File: src/rtl/ascon_perm_stream_adapter.sv
`default_nettype none
// ============================================================================
// Module   : ascon_perm_stream_adapter
// Purpose  : word-serial load/unload wrapper around the 320-bit Ascon permutation
// Revision : 1.0  initial release
// ============================================================================
module ascon_perm_stream_adapter #(
  parameter  int W  = 64,      // stream word width, 32 or 64
  localparam int NW = 320 / W
) (
  input  logic         clk,
  input  logic         reset_n,
  input  logic [W-1:0] in_data,
  input  logic         in_valid,
  output logic         in_ready,
  output logic [W-1:0] out_data,
  output logic         out_valid,
  input  logic         out_ready,
  output logic         busy,
  output logic         err,
  output logic         perm_start,
  output logic         perm_reset,
  output logic [319:0] perm_in,
  input  logic         perm_done,
  input  logic [319:0] perm_out
);

  localparam int            CW     = (NW > 1) ? $clog2(NW) : 1;
  localparam logic [CW-1:0] C_LAST = CW'(NW - 1);

  typedef enum logic [1:0] {
    S_LOAD   = 2'd0,
    S_START  = 2'd1,
    S_WAIT   = 2'd2,
    S_UNLOAD = 2'd3
  } state_t;

  state_t        state_q;
  logic [CW-1:0] cnt_q;
  logic [319:0]  st_q;
  logic [319:0]  res_q;
  logic          in_ready_q;
  logic          out_valid_q;
  logic          busy_q;
  logic          err_q;
  logic          start_q;
  logic          preset_q;

  logic          w_in_xfer;
  logic          w_out_xfer;
  logic          w_last;

  assign w_in_xfer  = in_valid & in_ready_q;
  assign w_out_xfer = out_valid_q & out_ready;
  assign w_last     = (cnt_q == C_LAST);

  // Words enter at the bottom and shift up, so the first word ends in [319 -: W];
  // the result register shifts the same way so its top word is always the next out.
  always_ff @(posedge clk or negedge reset_n) begin
    if (!reset_n) begin
      state_q     <= S_LOAD;
      cnt_q       <= '0;
      st_q        <= '0;
      res_q       <= '0;
      in_ready_q  <= 1'b1;
      out_valid_q <= 1'b0;
      busy_q      <= 1'b0;
      err_q       <= 1'b0;
      start_q     <= 1'b0;
      preset_q    <= 1'b1;
    end else begin
      preset_q <= 1'b0;
      start_q  <= 1'b0;
      if (perm_done && (state_q != S_WAIT)) begin
        err_q <= 1'b1;
      end
      case (state_q)
        S_LOAD: begin
          if (w_in_xfer) begin
            st_q <= {st_q[319-W:0], in_data};
            if (w_last) begin
              cnt_q      <= '0;
              state_q    <= S_START;
              in_ready_q <= 1'b0;
              busy_q     <= 1'b1;
              start_q    <= 1'b1;
            end else begin
              cnt_q <= cnt_q + 1'b1;
            end
          end
        end
        S_START: begin
          state_q <= S_WAIT;
        end
        S_WAIT: begin
          if (perm_done) begin
            res_q       <= perm_out;
            state_q     <= S_UNLOAD;
            out_valid_q <= 1'b1;
          end
        end
        S_UNLOAD: begin
          if (w_out_xfer) begin
            res_q <= {res_q[319-W:0], {W{1'b0}}};
            if (w_last) begin
              cnt_q       <= '0;
              state_q     <= S_LOAD;
              out_valid_q <= 1'b0;
              in_ready_q  <= 1'b1;
              busy_q      <= 1'b0;
            end else begin
              cnt_q <= cnt_q + 1'b1;
            end
          end
        end
        default: begin
          state_q <= S_LOAD;
        end
      endcase
    end
  end

  assign in_ready   = in_ready_q;
  assign out_valid  = out_valid_q;
  assign out_data   = res_q[319 -: W];
  assign busy       = busy_q;
  assign err        = err_q;
  assign perm_start = start_q;
  assign perm_reset = preset_q;
  assign perm_in    = st_q;

endmodule
`default_nettype wire

File: config.mk
export PLATFORM = sky130hd
export DESIGN_NAME = ascon_perm_stream_adapter
export DESIGN_NICKNAME = d
export VERILOG_FILES = /design/src/rtl/ascon_perm_stream_adapter.sv
export SDC_FILE = /design/constraint.sdc
export NUM_CORES = 1
export LEC_CHECK = 0
export CORE_AREA = 2 2 299 301
export DETAILED_ROUTE_END_ITERATION = 6
export DIE_AREA = 0 0 301 303
export PLACE_DENSITY = 0.56
export SYNTH_ARGS = -nofsm -noshare
export SYNTH_HDL_FRONTEND = slang
export SYNTH_SLANG_ARGS = --single-unit
File: constraint.sdc
create_clock -name clk -period 2.9 [get_ports clk]
set_clock_uncertainty 0.05 [all_clocks]
set_input_delay 0.58 -clock clk [delete_from_list [all_inputs] [get_ports clk]]
set_output_delay 0.58 -clock clk [all_outputs]
set_load 0.005 [all_outputs]
# Yosys cells after proc, flatten, opt, wreduce, memory -nomap -nowiden
# Index checks and enable logic that the tools add are counted.
totals:
  reg_bits: 651
  word_cells: 59
op_classes:
  addsub: 1
  eq_ne: 10
  n_mux: 26
  n_bitwise: 2
  reduce_logical: 10
ops:
  columns: ["operator", "count"]
  rows:
  - ["$mux 320", 2]
  - ["$pmux 320 s2", 1]
  - ["$ne 2x2->1 const B", 6]
  - ["$mux 1", 10]
  - ["$mux 2", 5]
  - ["$reduce_and 5->1", 2]
  - ["$mux 3", 3]
  - ["$pmux 2 s4", 1]
  - ["$pmux 1 s2", 3]
  - ["$pmux 3 s2", 1]
  - ["$reduce_and 3->1", 2]
  - ["$eq 2x2->1 const B", 2]
  - ["$reduce_and 4->1", 1]
  - ["$reduce_bool 2->1", 2]
  - ["$add 3x1->3 const B", 1]
  - ["$eq 3x3->1 const B", 1]
  - ["$and 1x1->1", 2]
  - ["$eq 2x1->1 const B", 1]
  - ["$logic_not 2->1", 1]
  - ["$reduce_and 2->1", 1]
  - ["$logic_and 1x1->1", 1]

# Depth between registers and ports, before layout
# Gate-level depths: netlist (run 1).
depth:
  word_depth: 4
  mapped_depth: 7
  mapped_depth_nobuf: 5

# Least setup slack after synthesis (run 1)
# Ideal clock, no wire load.
synth_path:
  kind: "reg2reg"
  start: "register state_q[0]"
  end: "register res_q[143]"
  setup_time_ps: 125
  arrival_ps: 1735
  path_slack_ps: 990
  stages_incl_launch_ff: 8
  synth_period_minus_slack_ps: 1910
  path_cell_list: "dfrtp_1 -> inv_1 -> ha_1 -> nor2b_2 -> nor3_2 -> buf_4 -> buf_6 -> mux2_2"
synth_via:
  elab_chain_len: 3
  elab_cells_between_ends: 7
  cone_classes: "eq/ne: 4; mux: 1; reduce/logical: 2"
synth_lines:
  columns: ["element", "line_no", "source"]
  rows:
  - ["from (decl)", "38", "state_t state_q;"]
  - ["from (signal assigned)", "61", "state_q <= S_LOAD;"]
  - ["from (signal assigned)", "83", "state_q <= S_START;"]
  - ["from (signal assigned)", "93", "state_q <= S_WAIT;"]
  - ["$eq 2x2->1", "77", "case (state_q)"]
  - ["$ne 2x2->1 (no source line) or $reduce_bool 2->1 (tied branches)", null, null]
  - ["$reduce_and 3->1 (no source line)", null, null]
  - ["to (signal assigned)", "97", "res_q <= perm_out;"]
  - ["to (signal assigned)", "104", "res_q <= {res_q[319-W:0], {W{1'b0}}};"]
  - ["to (decl)", "41", "logic [319:0] res_q;"]
# Several ways; a longest one is shown, not always the timed one.
# A chain may end at the register's enable or synchronous reset.

# Worst setup path after layout (run 1)
layout_path:
  start: "register state_q[0]"
  end: "register cnt_q[1]"
layout_via:
  elab_chain_len: 3
  elab_cells_between_ends: 7
  cone_classes: "eq/ne: 3; mux: 1; reduce/logical: 3"
layout_lines:
  columns: ["element", "line_no", "source"]
  rows:
  - ["$eq 2x2->1 or $logic_not 2->1 (tied branches)", "77", null]
  - ["$ne 2x2->1 (no source line) or $reduce_bool 2->1 (tied branches)", null, null]
  - ["$reduce_and 3->1 (no source line)", null, null]
  - ["to (signal assigned)", "88", "cnt_q <= cnt_q + 1'b1;"]
  - ["to (signal assigned)", "112", "cnt_q <= cnt_q + 1'b1;"]
  - ["to (decl)", "39", "logic [CW-1:0] cnt_q;"]
# Several ways; a longest one is shown, not always the timed one.

==> impl_metrics.ini, run 1 <==
[hold_path]
hp-class = reg -> reg

[clock_tree]
cts_inserted_buffers = 75
cts_tree = built
cts_max_level = 3
root_buffer = clkbuf_16
path_clk_slew_ps = 60
cts.sinks = 651
clkLatencyLatePin_ps = 620
cts_max_path_buffers = 3

[timing]
rsz0062_at_grt = no
fin_setup_tns_ps = 0
layout_setup_ws_ps = 396
maxSlewViolCount = 0
min_period_ps = 2500
period_share_pct = 86.3
tightest_slew_ps = 927
relSlewSlack_pct = 38.2
fmax_mhz = 399
setup_viol = 0
hold_viol_final = 0

[worst_setup_path]
crit_path_start_kind = flip-flop
endpoint = cnt_q[1]$_DFFE_PN0P_
crit_buf_inv = 1
cpPeakStageDelay_ps = 780
cp-end-kind = flip-flop
required_ps = 3330
arrival_ps = 2940
r2r_cells = 5
path_cells = inv_1 > ha_1 > a21boi_1 > nor3_1 > mux2_2
r2r-start = state_q[0]$_DFFE_PN0P_
cp_top_family = compound AO/OA/AOI/OAI gates
rrSetupSlack_ps = 400
cp_slowest_cell = a21boi_1
cp_num_cells = 5
critPathLaunch = state_q[0]$_DFFE_PN0P_
crit_type = reg -> reg
path_max_fanout = 4
r2r_end = cnt_q[1]$_DFFE_PN0P_

[synth]
synth_area_leaders = dfrtp_1 (59%), mux2_2 (27%), mux2_1 (7.4%), a22o_1 (2.0%), buf_4 (1.9%)
ys_warn_count = 0
synth-edff-count = 0
synth_top_cell_area_share_pct = 58.5
yosysUniqueCellTypes = 33
syn-num-nets = 2155
synth-async-reset-ratio_pct = 100
avgSynthCellArea_um2 = 15.8
synth_common_cells = mux2_2 (654), dfrtp_1 (649), mux2_1 (182)
yosys.area.top_type = dfrtp_1
ys.flop_type = dfrtp_1
syn_inst = 1760
yosysMostFrequentCell = mux2_2
ys_ff_latch = 651
ys_seq_area_share_pct = 58.7
synth_area_mm2 = 0.0277

[place]
gp_congestion = 0.816
portBuffers = 778
dp_slack_ps = 18.8
hpwl_um = 59800

[floorplanning]
die_h_um = 303
die_w_um = 301
io_pins = 779
initial_core_util_pct = 31.5
dieArea_mm2 = 0.0912
num_rows = 109
core_mm2 = 0.0880

[global_route]
grt_pass1_vias = 18800
grt_pass1_wl_um = 120000
overflow = 0
grt_max_degree = 148
grt_antenna_before_repair = 12
grt_usage_pct = 17.3

[route]
drtAntennaViolNets = 0
drtIter0Drc = 750
via_per_inst = 4.58
wl_per_cell_um = 21.7
route.detailed.drc = 0
via_count = 17100
first_pass_iters = 4
routed_wl_um = 81100

[pwr]
power_mw = 37.5
p_leak_nw = 17.3
power_density_mw_per_mm2 = 956
peakVddDrop_mv = 0.645

[final_layout]
area_delta_synth_final_pct = 41.4
final_nets = 2902
drive_above_1_share_pct = 32.9

[run_status]
outcome = completed

[job]
cap_violations = 0
## flip-flops by register name (all words and copies together) (netlist names)
signal / flops
busy: 1
cnt_q: 3
err: 1
in_ready: 1
out_valid: 1
perm_in: 320
perm_reset: 1
perm_start: 1
res_q: 320
state_q: 2
## worst reg2reg max path, cell delays in order, from the launching register on
cell      delay [ps]
dfrtp_1          410
inv_1            140
ha_1             480
a21boi_1         780
nor3_1           210
mux2_2           320
## worst min path at each step
stage | start | end | slack, ps | cells past startpoint
6_report | err$_DFFE_PN0P_ | err$_DFFE_PN0P_ | 410 | 1
4_1_cts | err$_DFFE_PN0P_ | err$_DFFE_PN0P_ | 410 | 1
5_1_grt | res_q[116]$_DFFE_PN0P_ | res_q[116]$_DFFE_PN0P_ | 440 | 1
2_1_floorplan | reset_n | busy$_DFFE_PN0P_ | 230 | 0
3_3_place_gp | err$_DFFE_PN0P_ | err$_DFFE_PN0P_ | 400 | 1
3_5_place_dp | err$_DFFE_PN0P_ | err$_DFFE_PN0P_ | 400 | 1
## layer usage
metal	wire length (um)	track usage [%]	up-vias
li1	-	-	7788
met1	31700	20.2	8627
met2	39000	28.5	548
met3	8070	7.58	125
met4	2190	5.40	16
met5	107	0	-
## through the flow
step                hold WS, ps  instance area (um^2)  utilization [%]  std cells
floorplan                   234                 27700                -       1760
global placement            398                 36600             41.6       3594
detailed placement          400                 36600             41.6       3594
CTS                         413                 39200             44.6       3730
global route                444                 39200             44.6       3733
finish                      408                 39200             44.6       3736
## placed cells by master (no fill, tap or decap), types with 2 or more instances in the layout
| cell type | instances |
|---|---|
| a22o_1 | 64 |
| buf_12 | 22 |
| buf_4 | 38 |
| bufinv_16 | 8 |
| clkbuf_1 | 18 |
| clkbuf_16 | 76 |
| clkbuf_8 | 14 |
| clkdlybuf4s50_1 | 777 |
| clkinv_16 | 4 |
| clkinv_2 | 12 |
| dfrtp_1 | 649 |
| dfstp_2 | 2 |
| diode_2 | 6 |
| ha_1 | 5 |
| inv_1 | 7 |
| mux2_1 | 182 |
| mux2_2 | 654 |
| mux2i_1 | 2 |
| nand2_1 | 2 |
| nor2_1 | 5 |
## logic make-up after synthesis
kind of cell	count (synthesis)	synth area share [%]
simple gates	15	0.311
fa+ha+maj	6	0.271
other cells	1	0.0135
mux	838	34.0
compound gates	73	2.31
flops	651	58.7
buf+inv	176	4.36
## timing repair
item / CTS / global route
hold buffers: 1 / 0
endpoints found under the setup margin: 0 / 4
hold endpoints to repair: 27 / 0
setup buffers: 0 / 0
gates resized for setup: 0 / 1
## final cells by class
cell class | count | area (um^2)
Antenna cell | 6 | 15.0
Tap cell | 1165 | 1460
Fill cell | 7896 | 48700
Multi-Input combinational cell | 933 | 10300
Clock buffer | 108 | 2160
Timing Repair Buffer | 839 | 8530
Sequential cell | 651 | 16300
Clock inverter | 27 | 464
Inverter | 7 | 26.3
## power by group
| part | switching [mW] | internal [mW] | total (mW) |
|---|---|---|---|
| clock network | 3.98 | 5.96 | 9.95 |
| registers | 1.73 | 12.2 | 13.9 |
| logic | 5.48 | 8.16 | 13.6 |
| total | 11.2 | 26.3 | 37.5 |
(Power assumes the default switching activity.)
==> inputs of run 2 (changes only) <==
CORE_AREA = 2 2 305 307   (was 2 2 299 301)
DIE_AREA = 0 0 307 309   (was 0 0 301 303)
PLACE_DENSITY = 0.52   (was 0.56)
==> run 2 against run 1 <==
  * Maximum frequency up 1.8%
  * Total power shrank 0.58%
  * Sequential share of layout area hardly changed
  * Flip-flop and latch count did not move
==> impl_metrics.ini, run 2 (same netlist as run 1, synthesis figures left out) <==
[timing]
hold_viol_final = 0
setup_viol = 0
fmax_mhz = 407
layout_setup_ws_ps = 441
maxSlewViolCount = 0
rsz0062_at_grt = no
fin_setup_tns_ps = 0
tightest_slew_ps = 748
period_share_pct = 84.8
relSlewSlack_pct = 49.7
min_period_ps = 2460

[worst_setup_path]
cpPeakStageDelay_ps = 780
r2r_end = res_q[147]$_DFFE_PN0P_
rrSetupSlack_ps = 590
cp-end-kind = output port
path_cells = clkdlybuf4s50_1
cp_top_family = buffers and inverters
crit_path_start_kind = flip-flop
crit_buf_inv = 1
crit_type = reg -> out
cp_slowest_cell = clkdlybuf4s50_1
critPathLaunch = res_q[260]$_DFFE_PN0P_
required_ps = 2270
r2r_cells = 4
arrival_ps = 1830
path_max_fanout = 2
r2r-start = state_q[1]$_DFFE_PN0P_

[final_layout]
fin_util_pct = 42.9
final_common_cell = clkdlybuf4s50_1
final_area_mm2 = 0.0392
drive_above_1_share_pct = 32.7
area_delta_synth_final_pct = 41.4
final_nets = 2901
final_cell_mix = clkdlybuf4s50_1 (777), mux2_2 (654), dfrtp_1 (649), mux2_1 (182), clkbuf_16 (81)

[global_route]
grt_pass1_vias = 18800
grt_pass1_wl_um = 122000
grt_max_degree = 126
grt_usage_pct = 17.0
overflow = 0
grt_antenna_before_repair = 13

[clock_tree]
cts_max_level = 3
path_clk_slew_ps = 60
clkLatencyLatePin_ps = 630
root_buffer = clkbuf_16
cts_resized = 0
post-cts-setup-buffers = 0
cts_inserted_buffers = 78
cts_tree = built
cts.sinks = 651
cts_max_path_buffers = 3
ctsHoldBuffers = 1

[route]
first_pass_iters = 4
wl_per_cell_um = 22.0
routed_wl_um = 82700
route.detailed.drc = 0
drtIter0Drc = 678
via_count = 17200
drtAntennaViolNets = 0
via_per_inst = 4.58

[place]
dp_slack_ps = 295
gp_congestion = 0.775
hpwl_um = 60600
portBuffers = 778
placed_area_mm2 = 0.0366

[floorplanning]
dieArea_mm2 = 0.0949
die_w_um = 307
core_mm2 = 0.0914
die_h_um = 309
io_pins = 779
num_rows = 111
initial_core_util_pct = 30.4

[pwr]
power_density_mw_per_mm2 = 951
p_leak_nw = 17.3
peakVddDrop_mv = 0.637
power_mw = 37.3

[run_status]
outcome = completed

[hold_path]
hp-class = in -> async

[job]
cap_violations = 0
==> run 2: changes by cell type in the layout (fill, tap and decap cells not counted), sizes merged <==
cell    delta
buf        -4
bufinv     -2
diode      +4
clkbuf     +6
clkinv     -7
==> run 2: per-stage QoR <==
step           hold slack (ps)  std cells
3_5_place_dp               418       3611
3_3_place_gp               412       3611
2_1_floorplan              234       1760
6_report                   411       3754
4_1_cts                    393       3744
5_1_grt                    404       3749
==> run 2: routing by layer <==
metal | global-route usage [%] | wire length (um) | vias to the layer above
met5 | 0 | 69 | -
met4 | 5.52 | 1800 | 10
met2 | 28.6 | 40500 | 557
met3 | 7.44 | 8430 | 93
li1 | - | - | 7791
met1 | 19.5 | 31900 | 8734
==> run 2: final cells by class <==
| cell class | count | area [um^2] |
|---|---|---|
| inverter | 7 | 26.3 |
| sequential | 651 | 16300 |
| tap | 1186 | 1480 |
| timing repair buffer | 835 | 8540 |
| clock buffer | 114 | 2310 |
| multi-input combinational | 933 | 10300 |
| fill | 8234 | 52200 |
| antenna | 10 | 25.0 |
| clock inverter | 18 | 269 |
==> run 2: how the worst max path moves through the flow <==
| stage | endpoint | slack (ps) | depth (start not counted) |
|---|---|---|---|
| 5_1_grt | out_data[4] | 390 | 1 |
| 4_1_cts | out_data[4] | 370 | 1 |
| 2_1_floorplan | res_q[143]$_DFFE_PN0P_ | 990 | 7 |
| 3_3_place_gp | res_q[224]$_DFFE_PN0P_ | 330 | 6 |
| 6_report | out_data[4] | 440 | 1 |
| 3_5_place_dp | res_q[222]$_DFFE_PN0P_ | 290 | 6 |
==> run 2: report_power, final <==
| group | total, mW | switching (mW) | internal, mW | leakage (nW) |
|---|---|---|---|---|
| logic | 13.5 | 5.46 | 8.07 | 7.56 |
| clock network | 9.86 | 3.83 | 6.03 | 1.27 |
| registers | 13.9 | 1.70 | 12.2 | 8.42 |
| total | 37.3 | 11.0 | 26.3 | 17.3 |
==> inputs of run 3 (changes only) <==
CORE_AREA = 2 2 303 305   (was 2 2 305 307)
DIE_AREA = 0 0 305 307   (was 0 0 307 309)
PLACE_DENSITY = 0.55   (was 0.52)
clock period = 2 ns   (was 2.9 ns; I/O delays follow)
==> run 3 against run 2 <==
  * The run now ends with negative setup slack left
  * Sequential power up 45%
  * Count of clock-buffer cells in the layout shrank 1
  * Final cell count rose by 5.2%
  * Die area fell by 1.3%
  * First-iteration DRC count shrank 1.6%
  * Sequential share of layout area is 3.9 points lower
  * Flip-flop and latch count unchanged
==> impl_metrics.ini, run 3 (same netlist as run 1, synthesis figures left out) <==
[clock_tree]
cts.sinks = 651
cts_inserted_buffers = 77
cts_max_path_buffers = 3
path_clk_slew_ps = 60
clkLatencyLatePin_ps = 640
root_buffer = clkbuf_16
cts_max_level = 3
cts_tree = built

[worst_setup_path]
crit_path_start_kind = flip-flop
cp-end-kind = flip-flop
required_ps = 2470
cp_top_family = buffers and inverters
arrival_ps = 2550
path_cells = buf_6 > ha_4 > a21boi_4 > nor3_4 > buf_6 > buf_12 > buf_12 > clkbuf_16 > mux2_4
cp_slowest_cell = dfrtp_1
rrSetupSlack_ps = -90
crit_buf_inv = 5
path_max_fanout = 8
cpPeakStageDelay_ps = 400
crit_type = reg -> reg

[route]
via_per_inst = 4.61
drtAntennaViolNets = 0
via_count = 18200
first_pass_iters = 4
routed_wl_um = 90100
wl_per_cell_um = 22.8
drtIter0Drc = 667
route.detailed.drc = 0

[final_layout]
final_common_cell = dfrtp_1
fillCellCount = 7929
final_nets = 3087
drive_above_1_share_pct = 40.4
final_cell_mix = dfrtp_1 (642), mux2_2 (609), clkdlybuf4s50_1 (396), dlymetal6s2s_1 (293)
area_delta_synth_final_pct = 56.1
fin_cells = 3951

[global_route]
grt_antenna_before_repair = 19
overflow = 0
grt_pass1_wl_um = 125000
grt_usage_pct = 17.7
grt_max_degree = 88
grt_pass1_vias = 19400

[pwr]
p_sw_mw = 18.1
p_comb_share_pct = 42.8
switching_share_pct = 29.3
p_seq_share_pct = 32.8
peakVddDrop_mv = 0.776
p_leak_nw = 24.4
power_density_mw_per_mm2 = 1430
internal_power_mw = 43.7
clkPwrFrac_pct = 24.4
power_mw = 61.7

[floorplanning]
initial_core_util_pct = 30.6
core_mm2 = 0.0907
die_w_um = 305
num_rows = 111
dieArea_mm2 = 0.0936
die_h_um = 307
io_pins = 779

[timing]
setup_viol = 277
maxSlewViolCount = 0
relSlewSlack_pct = 65.8
fin_setup_tns_ps = -11400
layout_setup_ws_ps = -88.1
hold_viol_final = 0
min_period_ps = 2090
rsz0062_at_grt = yes
fmax_mhz = 479
tightest_slew_ps = 513
period_share_pct = 104
holdWs_ps = 137

[hold_path]
hp-class = in -> async

[job]
cap_violations = 0

[run_status]
violations = negative setup slack
outcome = complete, but fails checks

[place]
hpwl_um = 62300
portBuffers = 778
gp_congestion = 0.808
place_inst = 3665
-- run 3: cell count changes in the layout (fill, tap and decap cells not counted), moves of 7 or more --
cell             before  now
dlygate4sd2_1         0   81
mux2_2              654  609
dfrtp_1             649  642
buf_12               25   44
buf_8                 1   16
buf_6                 0   21
dfrtp_2               0    7
mux2_4                0  107
buf_16                0   13
buf_4                31  108
mux2_1              182  120
dlymetal6s2s_1        0  293
clkbuf_16            81  120
clkdlybuf4s50_1     777  396
-- run 3: repair_timing --
action | in CTS | in global routing
cloned | 4 | 54
gates resized for setup | 106 | 473
hold buffers | 1 | 0
buffers inserted | 16 | 59
pin swaps | 1 | 3
setup endpoints to repair | 912 | 878
hold endpoints to repair | 258 | 0
-- run 3: worst paths after layout --
kind | from | to | cells after the start
max | state_q[0]$_DFFE_PN0P_ | res_q[154]$_DFFE_PN0P_ | 9
min | reset_n | res_q[216]$_DFFE_PN0P_ | 2
max reg2reg | state_q[0]$_DFFE_PN0P_ | res_q[154]$_DFFE_PN0P_ | 9
min reg2reg | res_q[86]$_DFFE_PN0P_ | res_q[86]$_DFFE_PN0P_ | 1
max in group asynchronous | reset_n | perm_in[54]$_DFFE_PN0P_ | 4
min in group clk | perm_out[49] | res_q[49]$_DFFE_PN0P_ | 2
-- run 3: final cells by class --
class / count / area [um^2] / area share, %
clock buffer: 113 / 2250 / 5.20
antenna: 12 / 30.0 / 0.0693
clock inverter: 27 / 485 / 1.12
multi-input combinational: 933 / 10700 / 24.8
inverter: 7 / 28.8 / 0.0664
sequential: 651 / 16300 / 37.6
timing repair buffer: 1022 / 12000 / 27.7
tap: 1186 / 1480 / 3.43
-- run 3: power groups by stage --
stage | Combinational [mW] | Sequential [mW] | Clock, mW
floorplan | 13.8 | 19.6 | 0
global placement | 20.6 | 20.3 | 0
detailed placement | 21.1 | 20.4 | 0
CTS | 22.1 | 20.2 | 15.5
global route | 28.2 | 20.8 | 16.0
finish | 26.4 | 20.2 | 15.0
-- run 3: stage by stage --
step | area, um^2 | util (%) | setup slack (ps)
after floorplan | 27700 | - | 90.2
after global placement | 37300 | 41.1 | -376
after detailed placement | 37300 | 41.1 | -375
after CTS | 40200 | 44.4 | -151
after global routing | 43300 | 47.7 | -165
final | 43300 | 47.8 | -88.1
-- run 3: routing by layer --
layer | vias to the layer above | track usage (%) | share of wire [%]
met5 | - | 0 | 0.15
met4 | 18 | 5.87 | 3.0
met3 | 160 | 8.28 | 9.7
met2 | 615 | 29.6 | 49
met1 | 9238 | 19.8 | 38
li1 | 8172 | - | -
==> RTL change: new RTL, flow settings as in run 3 <==
Re-encode `state_t` (4 states) as one-hot, 4 bits wide.
--- a/src/rtl/ascon_perm_stream_adapter.sv
+++ b/src/rtl/ascon_perm_stream_adapter.sv
@@ -28,11 +28,11 @@
   localparam int            CW     = (NW > 1) ? $clog2(NW) : 1;
   localparam logic [CW-1:0] C_LAST = CW'(NW - 1);
 
-  typedef enum logic [1:0] {
-    S_LOAD   = 2'd0,
-    S_START  = 2'd1,
-    S_WAIT   = 2'd2,
-    S_UNLOAD = 2'd3
+  typedef enum logic [3:0] {
+    S_LOAD   = 4'b0001,
+    S_START  = 4'b0010,
+    S_WAIT   = 4'b0100,
+    S_UNLOAD = 4'b1000
   } state_t;
 
   state_t        state_q;
Formal check against the unedited RTL: no difference found for any inputs over 4 cycles, from zero or initial values and one cycle with reset_n low; so few cycles prove little.
==> RTL change against run 3 <==
  * Via count increased by 17%
  * Highest routed layer unchanged
  * The run still ends with negative setup slack left
  * Routed wire length about the same
  * Worst setup slack improved by 0.0098 ns
  * Fmax increased by 0.47%
  * Area after synthesis decreased by 2.3%
  * Design area decreased by 9.4%
  * Sequential cell count increased by 2
Power is not compared: it rests on default switching activity, and its combinational part moved more than twofold at a synthesized area within 25%.
==> RTL change: results (changes against run 3) <==
- Pre-CTS WS: -0.122 ns (+0.253 ns)
- Failing checks: negative setup slack
- Post-Route WL: 90100 um (about the same)
- Placed Instances: 4586 (+25%)
- CP peak stage delay: 0.52 ns (+0.12 ns)
- Register-to-Register Path Depth: 6 (-3)
- Post-synth top cells: 1223 x nand2_1, 650 x dfrtp_1, 256 x mux2i_1
- Status: finished with violations
- Buffers on Ports: 778 (unchanged)
- Worst skew pair latency: 0.61 ns (-0.03 ns)
- Top_reg_cell synth: dfrtp_1
- Final net count: 3907 (+27%)
- Largest net degree at the start of global routing: 81 (-8.0%)
- Seq/Total Area, Yosys: 60.3% (+1.6 points)
- Hold path cells: 3
- Initial antenna violation count: 16 (-3)
- Fin Setup TNS: -8.46 ns (+2.93 ns)
- Vias in the first global route: 21700 (+12%)
- Crit Path Max Fanout: 26 (+18)
- Min-delay worst type: input port to flop
- Synth Area in Adders: 0.0923% (-0.18 points)
- Placement Cell Area: 36300 sq um (-2.5%)
- Worst Setup EP: perm_in[30]
- Worst EP arrival: 2.52 ns (-0.03 ns)
- RePlAce Congestion: 0.795 (-1.5%)
- Final setup margin: -0.0783 ns (+0.00983 ns)
- Syn Nets: 3128 (+45%)
- GRT Resource Usage Total: 18.5% (+0.80 points)
- Share of layout cells above drive strength 1: 8.32% (-32 points)
- Worst reg2reg endpoint: perm_in[30]
- Fillers: 8829 (+11%)
- Number of non-filler instances in the completed layout: 4767 (+21%)
- # resized after CTS: 178 (+68%)
- Synth area leaders: dfrtp_1 60%, nand2_1 17%, mux2i_1 9.5%, o21ai_0 3.0%, buf_4 2.2%
- Compound-cell area share of the yosys netlist: 7.24% (+4.9 points)
- Worst path top cell family by delay: simple AND/OR/NAND/NOR gates
- Post-DP HPWL: 62300 um (about the same)
- Post-synthesis mux area share: 9.45% (-25 points)
- First-pass GRT wire length: 134000 um (+7.0%)
- Finish-stage setup viols: 249 (-10%)
- Critical Path Slowest Stage Cell: dfstp_2
- Iter 0 DRT Violations: 1215 (+82%)
- Yosys cell types: 35 (+6.1%)
- Worst Setup SP: state_q[0]
- DR vias: 21300 (+17%)
- Post-CTS Setup Bufs: 18 (+2)
- Post-synthesis area per instance: 9.91 sq um (-37%)
RTL change: changes by cell type after synthesis, sizes merged, moves of 3 or more:
cell,change
buf,+38
a31oi,+4
nand2,+1221
ha,-4
mux2,-836
o21ai,+263
mux2i,+254
clkbuf,+30
inv,-3
RTL change: final cells by class:
cell class,count,area (sq um),share of cell area (%)
inverters,4,15.0,0.0383
diodes,10,25.0,0.0638
flip-flops and latches,653,16400,41.7
clock buffers,115,2230,5.68
well taps,1186,1480,3.78
multi-input cells,1843,9350,23.8
clock inverters,19,211,0.539
repair buffers,937,9580,24.4
RTL change: metal layers:
layer,wire (um),global-route usage [%],part of all wire [%]
met2,41200,28.8,46
met4,2080,5.89,2.3
met3,7880,6.71,8.7
met5,107,0,0.12
met1,38900,23.8,43
RTL change: worst min-delay path: cells and delay by family:
family / cells / cell delay (ns)
AND/OR/NAND/NOR: 2 / 0.09
buffers and inverters: 1 / 0.39
